## config.mk

```make
export PLATFORM = sky130hd
export DESIGN_NAME = alu_arbiter
export DESIGN_NICKNAME = d
export VERILOG_FILES = /design/src/rtl/alu_pkg.sv /design/src/rtl/alu_core.sv /design/src/rtl/alu_arbiter.sv
export SDC_FILE = /design/constraint.sdc
export NUM_CORES = 1
export LEC_CHECK = 0
export ABC_CLOCK_PERIOD_IN_PS = 3750
export CAP_MARGIN = 0
export CELL_PAD_IN_SITES_DETAIL_PLACEMENT = 0
export CELL_PAD_IN_SITES_GLOBAL_PLACEMENT = 1
export CORE_MARGIN = 2
export CORE_UTILIZATION = 39
export DETAILED_ROUTE_END_ITERATION = 16
export PLACE_DENSITY_LB_ADDON = 0.1
export SETUP_SLACK_MARGIN = 0.5
export SYNTH_ARGS = -nofsm -noshare
export SYNTH_HDL_FRONTEND = slang
export SYNTH_SLANG_ARGS = --single-unit
export TNS_END_PERCENT = 20
```

## constraint.sdc

```tcl
create_clock -name clk -period 3.75 [get_ports clk]
set_input_delay 0.75 -clock clk [delete_from_list [all_inputs] [get_ports clk]]
set_output_delay 0.75 -clock clk [all_outputs]
set_load 0.1 [all_outputs]
```

## src/rtl/alu_pkg.sv

```systemverilog
// alu_pkg: opcodes and FSM state encoding shared by the ALU arbiter and its core
package alu_pkg;
    localparam logic [3:0] OP_ADD = 4'b0000;
    localparam logic [3:0] OP_SUB = 4'b0010;
    localparam logic [3:0] OP_SLT = 4'b1010;
    localparam logic [3:0] OP_AND = 4'b0100;
    localparam logic [3:0] OP_OR  = 4'b0101;
    localparam logic [3:0] OP_XOR = 4'b0110;
    localparam logic [3:0] OP_NOR = 4'b0111;
    typedef enum logic [1:0] {ST_IDLE, ST_EXEC, ST_RESP} state_t;
endpackage

```

## src/rtl/alu_core.sv

```systemverilog
// alu_core: combinational ALU; a, b, op in; result and zero (result == 0) out
module alu_core
    import alu_pkg::*;
#(
    parameter int W = 32
) (
    input  logic [W-1:0] a,
    input  logic [W-1:0] b,
    input  logic [3:0]   op,
    output logic [W-1:0] result,
    output logic         zero
);
    always_comb begin
        result = '0;
        case (op)
            OP_ADD:  result = a + b;
            OP_SUB:  result = a - b;
            OP_SLT:  result = {{(W-1){1'b0}}, $signed(a) < $signed(b)};
            OP_AND:  result = a & b;
            OP_OR:   result = a | b;
            OP_XOR:  result = a ^ b;
            OP_NOR:  result = ~(a | b);
            default: result = '0;
        endcase
    end
    assign zero = result == '0;
endmodule

```

## src/rtl/alu_arbiter.sv

```systemverilog
// alu_arbiter: round-robin share of one ALU between two valid/ready requesters; one op in flight, tagged response, op counter
module alu_arbiter
    import alu_pkg::*;
#(
    parameter int W     = 32,
    parameter int CNT_W = 16
) (
    input  logic             clk,
    input  logic             rst,
    input  logic             req0_valid,
    output logic             req0_ready,
    input  logic [3:0]       req0_op,
    input  logic [W-1:0]     req0_a,
    input  logic [W-1:0]     req0_b,
    input  logic             req1_valid,
    output logic             req1_ready,
    input  logic [3:0]       req1_op,
    input  logic [W-1:0]     req1_a,
    input  logic [W-1:0]     req1_b,
    output logic             resp_valid,
    input  logic             resp_ready,
    output logic             resp_id,
    output logic [W-1:0]     resp_result,
    output logic             resp_zero,
    output logic             busy,
    output logic [CNT_W-1:0] op_count
);
    state_t           state_q, state_d;
    logic             prio_q, prio_d;
    logic [3:0]       op_q, op_d;
    logic [W-1:0]     a_q, a_d, b_q, b_d, res_q, res_d;
    logic             id_q, id_d, zero_q, zero_d, vld_q, vld_d;
    logic [CNT_W-1:0] cnt_q, cnt_d;
    logic [W-1:0]     alu_res;
    logic             alu_zero, gnt, take;

    alu_core #(.W(W)) u_core (.a(a_q), .b(b_q), .op(op_q), .result(alu_res), .zero(alu_zero));

    // prio_q names the requester that wins a tie; a lone requester wins regardless
    always_comb begin
        gnt     = (req0_valid && req1_valid) ? prio_q : req1_valid;
        take    = state_q == ST_IDLE && (req0_valid || req1_valid);
        state_d = state_q;
        prio_d  = prio_q;
        op_d    = op_q;
        a_d     = a_q;
        b_d     = b_q;
        id_d    = id_q;
        res_d   = res_q;
        zero_d  = zero_q;
        vld_d   = vld_q;
        cnt_d   = cnt_q;
        case (state_q)
            ST_IDLE: if (take) begin
                state_d = ST_EXEC;
                op_d    = gnt ? req1_op : req0_op;
                a_d     = gnt ? req1_a : req0_a;
                b_d     = gnt ? req1_b : req0_b;
                id_d    = gnt;
                prio_d  = ~gnt;
            end
            ST_EXEC: begin
                res_d   = alu_res;
                zero_d  = alu_zero;
                vld_d   = 1'b1;
                state_d = ST_RESP;
            end
            ST_RESP: if (resp_ready) begin
                vld_d   = 1'b0;
                cnt_d   = cnt_q + CNT_W'(1);
                state_d = ST_IDLE;
            end
            default: state_d = ST_IDLE;
        endcase
    end

    always_ff @(posedge clk) begin
        if (rst) begin
            state_q <= ST_IDLE;
            prio_q  <= 1'b0;
            op_q    <= '0;
            a_q     <= '0;
            b_q     <= '0;
            id_q    <= 1'b0;
            res_q   <= '0;
            zero_q  <= 1'b0;
            vld_q   <= 1'b0;
            cnt_q   <= '0;
        end else begin
            state_q <= state_d;
            prio_q  <= prio_d;
            op_q    <= op_d;
            a_q     <= a_d;
            b_q     <= b_d;
            id_q    <= id_d;
            res_q   <= res_d;
            zero_q  <= zero_d;
            vld_q   <= vld_d;
            cnt_q   <= cnt_d;
        end
    end

    assign req0_ready  = take && !gnt;
    assign req1_ready  = take && gnt;
    assign busy        = state_q != ST_IDLE;
    assign resp_valid  = vld_q;
    assign resp_id     = id_q;
    assign resp_result = res_q;
    assign resp_zero   = zero_q;
    assign op_count    = cnt_q;
endmodule

```

# --- Word level (Yosys, flattened, before mapping) ---
# Cells that the tools add are included.
word_totals:
  reg_bits: 122
  latchBits: 0
  ramBits: 0
  rom_bits: 0
  in_bits: 141
  out_inout_bits: 54
  word_cells: 54
  n_memories: 0
classes:
  addsub: 3
  mul: 0
  n_div: 0
  magnitude_cmp: 1
  eq_ne: 10
  shift: 0
  muxes: 10
  bitwise: 5
  reduce_logical: 15
ops:
  columns: ["operator", "n"]
  rows:
  - ["32-bit case mux with 7 select lines", 1]
  - ["32-bit two-way mux", 2]
  - ["32-bit adder", 1]
  - ["32-bit bitwise AND", 1]
  - ["32-bit zero test", 1]
  - ["32-bit < comparator", 1]
  - ["32-bit inverter", 1]
  - ["32-bit bitwise OR", 1]
  - ["32-bit subtractor", 1]
  - ["32-bit XOR", 1]
  - ["16-bit by 1-bit adder with 16-bit output (second input constant)", 1]
  - ["4-bit by 3-bit equality test with 1-bit output (second input constant)", 4]
  - ["2-bit AND reduction", 4]
  - ["2-bit case mux with 3 select lines", 1]
  - ["4-bit by 2-bit equality test with 1-bit output (second input constant)", 1]
  - ["4-bit equality test (second input constant)", 1]
  - ["1-bit logical AND", 4]
  - ["4-bit zero test", 1]
  - ["2-bit two-way mux", 2]
  - ["4-bit two-way mux", 1]
  - ["2-bit != test (second input constant)", 2]
  - ["2-bit nonzero test", 2]
  - ["2-bit by 1-bit equality test with 1-bit output (second input constant)", 1]
  - ["2-bit equality test (second input constant)", 1]
  - ["6 further kinds", 7]

# --- Depth between registers and ports, before layout ---
# Gate-level depths: netlist (run 1).
logic_depth:
  depth_word: 4
  mapped_depth: 16
  ltp_nobuf: 16

# --- Modules after synthesis ---
# A second synthesis (run 1) with hierarchy kept.
hier_totals:
  cells_unflattened: 1472
  area_unflattened_um2: 10684.0
modules_own_cells:
  columns: ["mod", "instances", "cells_per_inst", "area_each_um2", "seq_area_each_um2"]
  rows:
  - ["alu_core", 1, 982, 6202.2, 0.0]
  - ["alu_arbiter", 1, 490, 4481.8, 2442.3]

# --- Least setup slack after synthesis (run 1) ---
# Ideal clock, no wire load.
synth_path:
  path_kind: "reg-to-output"
  startpoint: "register state_q[1]"
  endpoint: "output req0_ready"
  arrival_ns: 2.483
  path_slack_ns: 0.517
  stages_incl_launch_ff: 5
  n_path_buf: 1
  cell_sequence: "dfxtp_1 nor2_1 inv_1 a211oi_1 clkbuf_1"
synth_between:
  elab_chain_len: 3
synth_lines:
  columns: ["item", "line_no", "rtl"]
  rows:
  - ["start: declaration", "alu_arbiter.sv:28", "state_t state_q, state_d;"]
  - ["start signal: assignment", "alu_arbiter.sv:90", "state_q <= state_d;"]
  - ["2-bit zero test", "alu_arbiter.sv:42", "take = state_q == ST_IDLE && (req0_valid || req1_valid);"]
  - ["1-bit logical AND", "alu_arbiter.sv:42", null]
  - ["1-bit logical AND", "alu_arbiter.sv:103", "assign req0_ready = take && !gnt;"]
  - ["end: declaration", "alu_arbiter.sv:11", "output logic req0_ready,"]
# No other way between the ends.

# --- Worst setup path after layout (run 1) ---
layout_path:
  startpoint: "register b_q[0]"
  endpoint: "register zero_q (netlist: resp_zero)"
layout_between:
  elab_chain_len: 4
  word_cells_on_any_way: 9
layout_lines:
  columns: ["item", "line_no", "rtl"]
  rows:
  - ["start: declaration", "alu_arbiter.sv:31", "logic [W-1:0] a_q, a_d, b_q, b_d, res_q, res_d;"]
  - ["start signal: assignment", "alu_arbiter.sv:83", "b_q <= '0;"]
  - ["start signal: assignment", "alu_arbiter.sv:94", "b_q <= b_d;"]
  - ["parallel branches: the longest is 2 deep, another holds 32-bit subtractor", null, null]
  - ["32-bit case mux with 7 select lines *", "alu_core.sv:15", "case (op)"]
  - ["32-bit zero test *", "alu_core.sv:26", "assign zero = result == '0;"]
  - ["end signal: assignment", "alu_arbiter.sv:97", "zero_q <= zero_d;"]
  - ["end: declaration", "alu_arbiter.sv:32", "logic id_q, id_d, zero_q, zero_d, vld_q, vld_d;"]
# Mark *: on every way between the ends.
# A chain may end at the register's enable or synchronous reset.

==> results of run 1 <==
## worst reg2reg max path, stage by stage (launching register included)
cell	delay [ps]
dfxtp_4	370
buf_6	110
ha_4	120
inv_1	40
fa_2	340
nor2b_4	150
o21a_1	190
nor3_2	270
o21ai_4	120
o211ai_1	290
nand2_1	150
a221o_1	400
mux2i_2	190
nor4_1	170
nand4_1	120
nor2_1	140
a31o_1	150
## where the power goes
| group | internal, mW | switching, mW |
|---|---|---|
| logic | 1.07 | 1.67 |
| clock network | 1.13 | 0.721 |
| registers | 1.41 | 0.0981 |
## cell type report
class,instances,area [µm²]
inverters,100,375
clock buffers,17,425
clock inverters,15,213
well taps,324,405
multi-input cells,963,6990
repair buffers,289,2680
fillers,2324,10900
flip-flops and latches,122,2450
## worst max path at each step
stage,start,endpoint,slack (ps),depth (start not counted)
floorplan,state_q[1]$_SDFFE_PP0P_,req0_ready,520,4
global placement,a_q[2]$_SDFFE_PP0P_,resp_zero$_SDFFE_PP0P_,10,14
detailed placement,a_q[5]$_SDFFE_PP0P_,resp_zero$_SDFFE_PP0P_,-60,14
CTS,b_q[0]$_SDFFE_PP0P_,resp_zero$_SDFFE_PP0P_,340,14
global route,b_q[0]$_SDFFE_PP0P_,resp_zero$_SDFFE_PP0P_,220,15
finish,b_q[0]$_SDFFE_PP0P_,resp_zero$_SDFFE_PP0P_,360,16
## through the flow
stage                     cells  hold WS (ps)  cell area (µm²)  total power [mW]  setup TNS (ps)
final                      1830           475            13500              6.10               0
after global routing       1830           486            13500              6.41               0
after CTS                  1826           479            13300              6.01               0
after detailed placement   1786           470            12500              4.07           -58.5
after global placement     1786           452            12500              4.08               0
after floorplan            1274           476             9780              3.16               0
## registers in the layout, summed over array words and instances (netlist names)
signal	flops
a_q	32
resp_valid	1
resp_zero	1
resp_result	32
b_q	32
state_q	2
op_q	4
prio_q	1
op_count	16
resp_id	1
## routing by layer
metal	up-vias	GRT usage (%)
met5	-	0
met4	0	8.65
met3	61	4.81
met2	407	47.4
met1	5077	36.5
li1	5135	-
## cell families (layout without fill, tap and decap cells)
logic type | Yosys count | after routing | synth area share (%)
buffers and inverters | 189 | 421 | 7.51
multiplexers | 10 | 10 | 1.02
AO/OA/AOI/OAI | 396 | 396 | 29.8
adder cells (fa/ha/maj) | 106 | 106 | 13.7
AND/OR/NAND/NOR | 399 | 399 | 18.4
flip-flops | 122 | 122 | 25.0
XOR/XNOR | 52 | 52 | 4.65
## cell usage after synthesis (10+ instances only)
master    number
nor3_1        35
a31oi_1       10
nand3_1       25
o21ai_0       47
a211oi_1      34
dfxtp_1      122
nor2b_1       13
o211ai_1      23
nand2_1       73
and3_1        10
xnor2_1       36
a22oi_1       18
a21oi_1       86
mux2i_1       10
nor2_1       193
inv_1         99
a222oi_1      68
nand2b_1      10
ha_1         104
xor2_1        16
a221oi_1      14
clkbuf_1      77
o21bai_1      13
nand4_1       12
## timing repair
action,in CTS,in global routing
setup buffers,8,4
setup endpoints to repair,12,14
resized for setup,42,43
pin swaps,19,15
hold buffers,0,0
==> run_results.csv, run 1 <==
group,metric,value,unit
outcome,status,"finished clean",
floorplanning,fp.dieW,162,µm
grt,grt_antenna_before_repair,0,
synthesis,synth_cell_type_count,70,
placed_design,place_hpwl,28.2,mm
clock_tree,clkLatencyLatePin,430,ps
setup_path,path_cells,"buf_6, ha_4, inv_1, fa_2, nor2b_4, o21a_1, nor3_2, o21ai_4, o211ai_1, nand2_1, a221o_1, mux2i_2, nor4_1, nand4_1, nor2_1, a31o_1",
worst_hold_path,hold_path.class,"flop to flop",
clock_tree,htreeDepth,4,
routing,drt_wl_total,37.5,mm
timing,hold_violations,0,
synthesis,yosysTopAreaCell,"dfxtp_1",
timing,period_share,90.3,%
grt,grt_max_degree,70,
synthesis,ys_warn_count,0,
setup_path,r2r_start,"b_q[0]$_SDFFE_PP0P_",
placed_design,gp_congestion,0.944,
routing,maxUsedRoutingLayer,"met4",
synthesis,syn_nets,1521,
clock_tree,cts_buffer_depth,2,
timing,fin_skew,12.3,ps
synthesis,synth_area,9780,µm²
floorplanning,start_util,40.0,%
setup_path,path_max_fanout,4,
pwr,irDropWorstVdd,0.246,mV
timing,worst_slack,364,ps
synthesis,synthCells,1274,
setup_path,r2r_slack,360,ps
timing,slew_viol_final,0,
setup_path,crit_path_start_kind,"flop",
setup_path,path_delay_family,"compound AO/OA/AOI/OAI gates",
timing,min_period,3390,ps
finish,final_util,55.4,%
pwr,power.density,450,nW/µm²
routing,drc,0,
routing,vias_per_cell,5.84,
setup_path,worstPathRequired,4130,ps
setup_path,crit_slowest_cell,"a221o_1",
timing,setup_viol,0,
synthesis,synth_top_cell_area_share,25.0,%
routing,ant_nets,0,
finish,drive_gt1_share,13.7,%
clock_tree,cts_tree,"yes",
setup_path,endpoint_kind,"flop",
grt,gr-usage-all-layers,28.0,%
floorplanning,rows,57,
timing,clock.fmax,295,MHz
synthesis,synth_edf_count,0,
worst_hold_path,hold_depth,2,
routing,initialDrtViolationCount,1079,
grt,grt_pass1_wl,58.1,mm
clock_tree,cts_buffers,17,
grt,grt_pass1_vias,10441,
floorplanning,dieArea,26400,µm²
routing,dr_wl_met2,17.7,mm
synthesis,synth_area_leaders,"dfxtp_1, ha_1, nor2_1, a222oi_1, a21oi_1",
worst_hold_path,hp-start,"resp_result[0]$_SDFFE_PP0P_",
grt,gr-total-overflow,0,
synthesis,synth-seq-cells,122,
worst_hold_path,holdPathEnd,"resp_result[0]$_SDFFE_PP0P_",
finish,antennaDiodeCount,0,
flow_run,maxCapViolations,0,
timing,worst_pin_slew,1060,ps
timing,rsz0062_at_grt,"true",
setup_path,r2r_cells,16,
routing,wl_per_cell,20.5,µm
pwr,cellLeakagePower,5.18,nW
setup_path,r2r_end,"resp_zero$_SDFFE_PP0P_",
finish,mostFrequentLayoutCell,"nor2_1",
finish,syn2layout_area_growth,38.4,%
routing,via_count,10680,
setup_path,cp.arrival,3760,ps
timing,max_slew_margin,29.0,%
floorplanning,die_y,162,µm
synthesis,synth_area_per_cell,7.68,µm²
routing,drt-met1-wl,16.5,mm
synthesis,synth_ff_type,"dfxtp_1",
placed_design,port_buffers,194,
floorplanning,coreArea,24500,µm²
finish,mostFrequentLayoutCells,"nor2_1, clkdlybuf4s50_1, dfxtp_1, inv_1, buf_4",
routing,route.met3.wl,2.30,mm
routing,dr.pass1.iters,8,
setup_path,critPathBufInv,2,
synthesis,async_reset_ff_share,0,%
clock_tree,clock_sinks,122,
floorplanning,io_pins,195,
synthesis,yosysSeqAreaShare,25.0,%
placed_design,place_ws,-58.5,ps
setup_path,critPathKind,"flop to flop",
finish,finalNetCount,1740,
setup_path,slowest_delay,400,ps
clock_tree,root_buffer,"clkbuf_16",
clock_tree,clk_pin_slew,70,ps
No activity file was read; power rests on OpenSTA's default activity.
==> run 2, diff against run 1 <==
Settings changed: SKIP_CTS_REPAIR_TIMING from default to 1, SYNTH_HIERARCHICAL from default to 1.
==> run 2 against run 1 <==
The run now ends with setup timing left. Via count rose by 22%. Global-route usage rose by 2.0 points. Cell area rose by 22%. Register-to-register slack got worse by 1300 ps. Final cell count rose by 25%. Sequential cell count did not move. Core utilization rose by 6.0 points. Clock-buffer cell count did not move. Sequential power barely moved. Highest routed layer unchanged.
==> run_results.csv, run 2 <==
group,metric,value,unit
outcome,status,"finished, violations left",
outcome,violations,"setup timing",
clock_tree,root_buffer,"clkbuf_16",
synthesis,yosysSeqAreaShare,22.9,%
timing,max_slew_margin,31.4,%
pwr,cellLeakagePower,6.97,nW
pwr,irDropWorstVdd,0.254,mV
grt,grt_pass1_vias,12415,
placed_design,place_hpwl,33.8,mm
finish,antennaDiodeCount,0,
floorplanning,dieArea,28700,µm²
pwr,power.density,413,nW/µm²
synthesis,synth_mux_area_share,1.66,%
synthesis,synth_area_per_cell,7.26,µm²
finish,syn2layout_area_growth,54.8,%
synthesis,synth.most_common_cell,"nor2_1",
placed_design,gp_congestion,0.931,
timing,fin_skew,12.4,ps
synthesis,synthSimpleGateAreaFrac,22.0,%
synthesis,synthTopCellsByCount,"nor2_1, nand2_1, a21oi_1",
setup_path,path_max_fanout,4,
worst_hold_path,hp-start,"resp_result[15]$_SDFFE_PP0P_",
synthesis,synthXorXnorAreaFrac,0.984,%
grt,gr-usage-all-layers,30.0,%
setup_path,cp-startpoint,"a_q[0]$_SDFFE_PP0P_",
synthesis,synth_top_family_by_area,"compound AO/OA/AOI/OAI gates",
routing,drt_wl_total,44.3,mm
setup_path,crit_top_cell,"or4_4",
clock_tree,cts_buffer_depth,2,
grt,gr-total-overflow,0,
setup_path,path_cells,"ha_1, inv_1, fa_1, nand2b_4, a2111oi_4, buf_4, o21ai_0, a211oi_1, o31ai_1, o21bai_1, a21boi_1, or4b_2, or4_4, or4_4, nor4_2, nand2_1, a21oi_1",
grt,grt_max_degree,66,
clock_tree,cts_buffers,17,
routing,ant_nets,0,
floorplanning,coreArea,27000,µm²
routing,vias_per_cell,5.69,
synthesis,synth_area,10700,µm²
finish,final_cell_area,16500,µm²
synthesis,synth_top_cell_area_share,22.9,%
synthesis,synth-seq-cells,122,
setup_path,crit_path_start_kind,"flop",
synthesis,synthAdderAreaFrac,12.4,%
synthesis,synth_ff_type,"dfxtp_1",
finish,finalNetCount,2181,
synthesis,async_reset_ff_share,0,%
clock_tree,clk_pin_slew,70,ps
flow_run,maxCapViolations,0,
clock_tree,htreeDepth,4,
synthesis,synth-compound-area-share,32.6,%
synthesis,ys_warn_count,6,
floorplanning,fp.dieW,170,µm
floorplanning,die_y,170,µm
placed_design,postPlaceCellArea,15300,µm²
routing,initialDrtViolationCount,1160,
synthesis,synth_cell_type_count,82,
timing,worst_pin_slew,1030,ps
setup_path,cp.arrival,5080,ps
grt,grt_pass1_wl,67.8,mm
routing,drc,0,
floorplanning,io_pins,195,
worst_hold_path,hold_path.class,"flop to flop",
synthesis,synth_area_leaders,"dfxtp_1, ha_1, a21oi_1, a222oi_1, nor2_1",
clock_tree,clkLatencyLatePin,430,ps
synthesis,syn_nets,1718,
setup_path,slowest_delay,620,ps
floorplanning,rows,60,
floorplanning,start_util,39.6,%
timing,min_period,4720,ps
setup_path,crit_slowest_cell,"or4b_2",
timing,rsz0062_at_grt,"true",
timing,hold_violations,0,
timing,fin_tns_setup,-1040,ps
setup_path,worstPathRequired,4110,ps
clock_tree,cts_tree,"yes",
setup_path,endpoint_kind,"flop",
clock_tree,clock_sinks,122,
timing,worst_slack,-971,ps
routing,wl_per_cell,19.4,µm
timing,setup_viol,3,
setup_path,r2r_start,"a_q[0]$_SDFFE_PP0P_",
finish,mostFrequentLayoutCell,"buf_4",
timing,clock.fmax,212,MHz
synthesis,synthCells,1472,
synthesis,yosysTopAreaCell,"dfxtp_1",
routing,via_count,13034,
setup_path,critPathKind,"flop to flop",
timing,period_share,126,%
grt,grt_antenna_before_repair,0,
placed_design,port_buffers,194,
routing,dr.pass1.iters,9,
timing,slew_viol_final,0,
finish,mostFrequentLayoutCells,"buf_4, clkdlybuf4s50_1, nor2_1, nand2_1, a21oi_1",
finish,drive_gt1_share,26.1,%
synthesis,synth_edf_count,0,
run 2: cell types whose count changed in the layout (fill, tap and decap cells not counted), moves of 13 or more:
cell / before / now
a21oi_1: 82 / 135
xnor2_1: 36 / 7
a22oi_1: 17 / 3
o21ai_0: 39 / 68
buf_4: 95 / 345
nand2_1: 73 / 151
a211oi_1: 32 / 16
nand2b_1: 9 / 22
nor2_1: 191 / 169
a31oi_1: 10 / 24
run 2: path summary, 6_finish.rpt:
| path | end | slack [ps] | depth (start not counted) |
|---|---|---|---|
| worst max register to register | resp_zero$_SDFFE_PP0P_ | -970 | 17 |
| worst max-delay path | resp_zero$_SDFFE_PP0P_ | -970 | 17 |
| worst min-delay path | resp_result[15]$_SDFFE_PP0P_ | 450 | 2 |
| worst min register to register | resp_result[15]$_SDFFE_PP0P_ | 450 | 2 |
run 2: stage by stage:
stage               hold slack, ps  setup WS, ps  utilization [%]  cells  power, mW
finish                         454          -971             61.4   2289       6.82
global route                   470         -1190             61.4   2289       7.20
CTS                            455         -1400             59.2   2276       6.62
detailed placement             446         -1280             56.9   2244       4.83
global placement               441         -1180             56.9   2244       4.83
floorplan                      462          -606                -   1472       3.27
run 2: per-layer routing:
| metal | GRT usage, % | up-vias | share of wire [%] |
|---|---|---|---|
| met5 | 0 | - | 0 |
| met3 | 4.78 | 73 | 5.3 |
| met4 | 9.18 | 0 | 2.6 |
| met1 | 41.0 | 6206 | 46 |
| li1 | - | 6324 | - |
| met2 | 48.5 | 431 | 46 |
run 2: worst max-delay path: cells and delay by family (launching register included):
family,cells,cell delay (ps)
AO/OA/AOI/OAI,7,1520
adder cells (fa/ha/maj),2,600
buffers and inverters,2,270
flip-flops,1,350
AND/OR/NAND/NOR,6,1930
run 2: layout make-up:
cell class / count / area [µm²]
Inverter: 103 / 387
Clock buffer: 17 / 425
Timing Repair Buffer: 552 / 4740
Multi-Input combinational cell: 1139 / 7930
Clock inverter: 15 / 171
Sequential cell: 122 / 2460
Fill cell: 2473 / 10400
Tap cell: 341 / 427
run 2: logic make-up after synthesis:
kind of cell    after synthesis
simple gates                505
flops                       122
buf+inv                     211
mux                          17
xor+xnor                     12
fa+ha+maj                   105
compound gates              500
run 2: where the power goes:
part | switching [mW] | internal [mW]
combinational | 1.95 | 1.64
clock | 0.807 | 0.951
sequential | 0.0810 | 1.40
total | 2.83 | 3.99
==> run 3, diff against run 2 <==
Settings changed: CTS_CLUSTER_SIZE from default to 24.
==> results of run 3 <==
The final DEF is identical to that of run 2; final timing and power are the same.
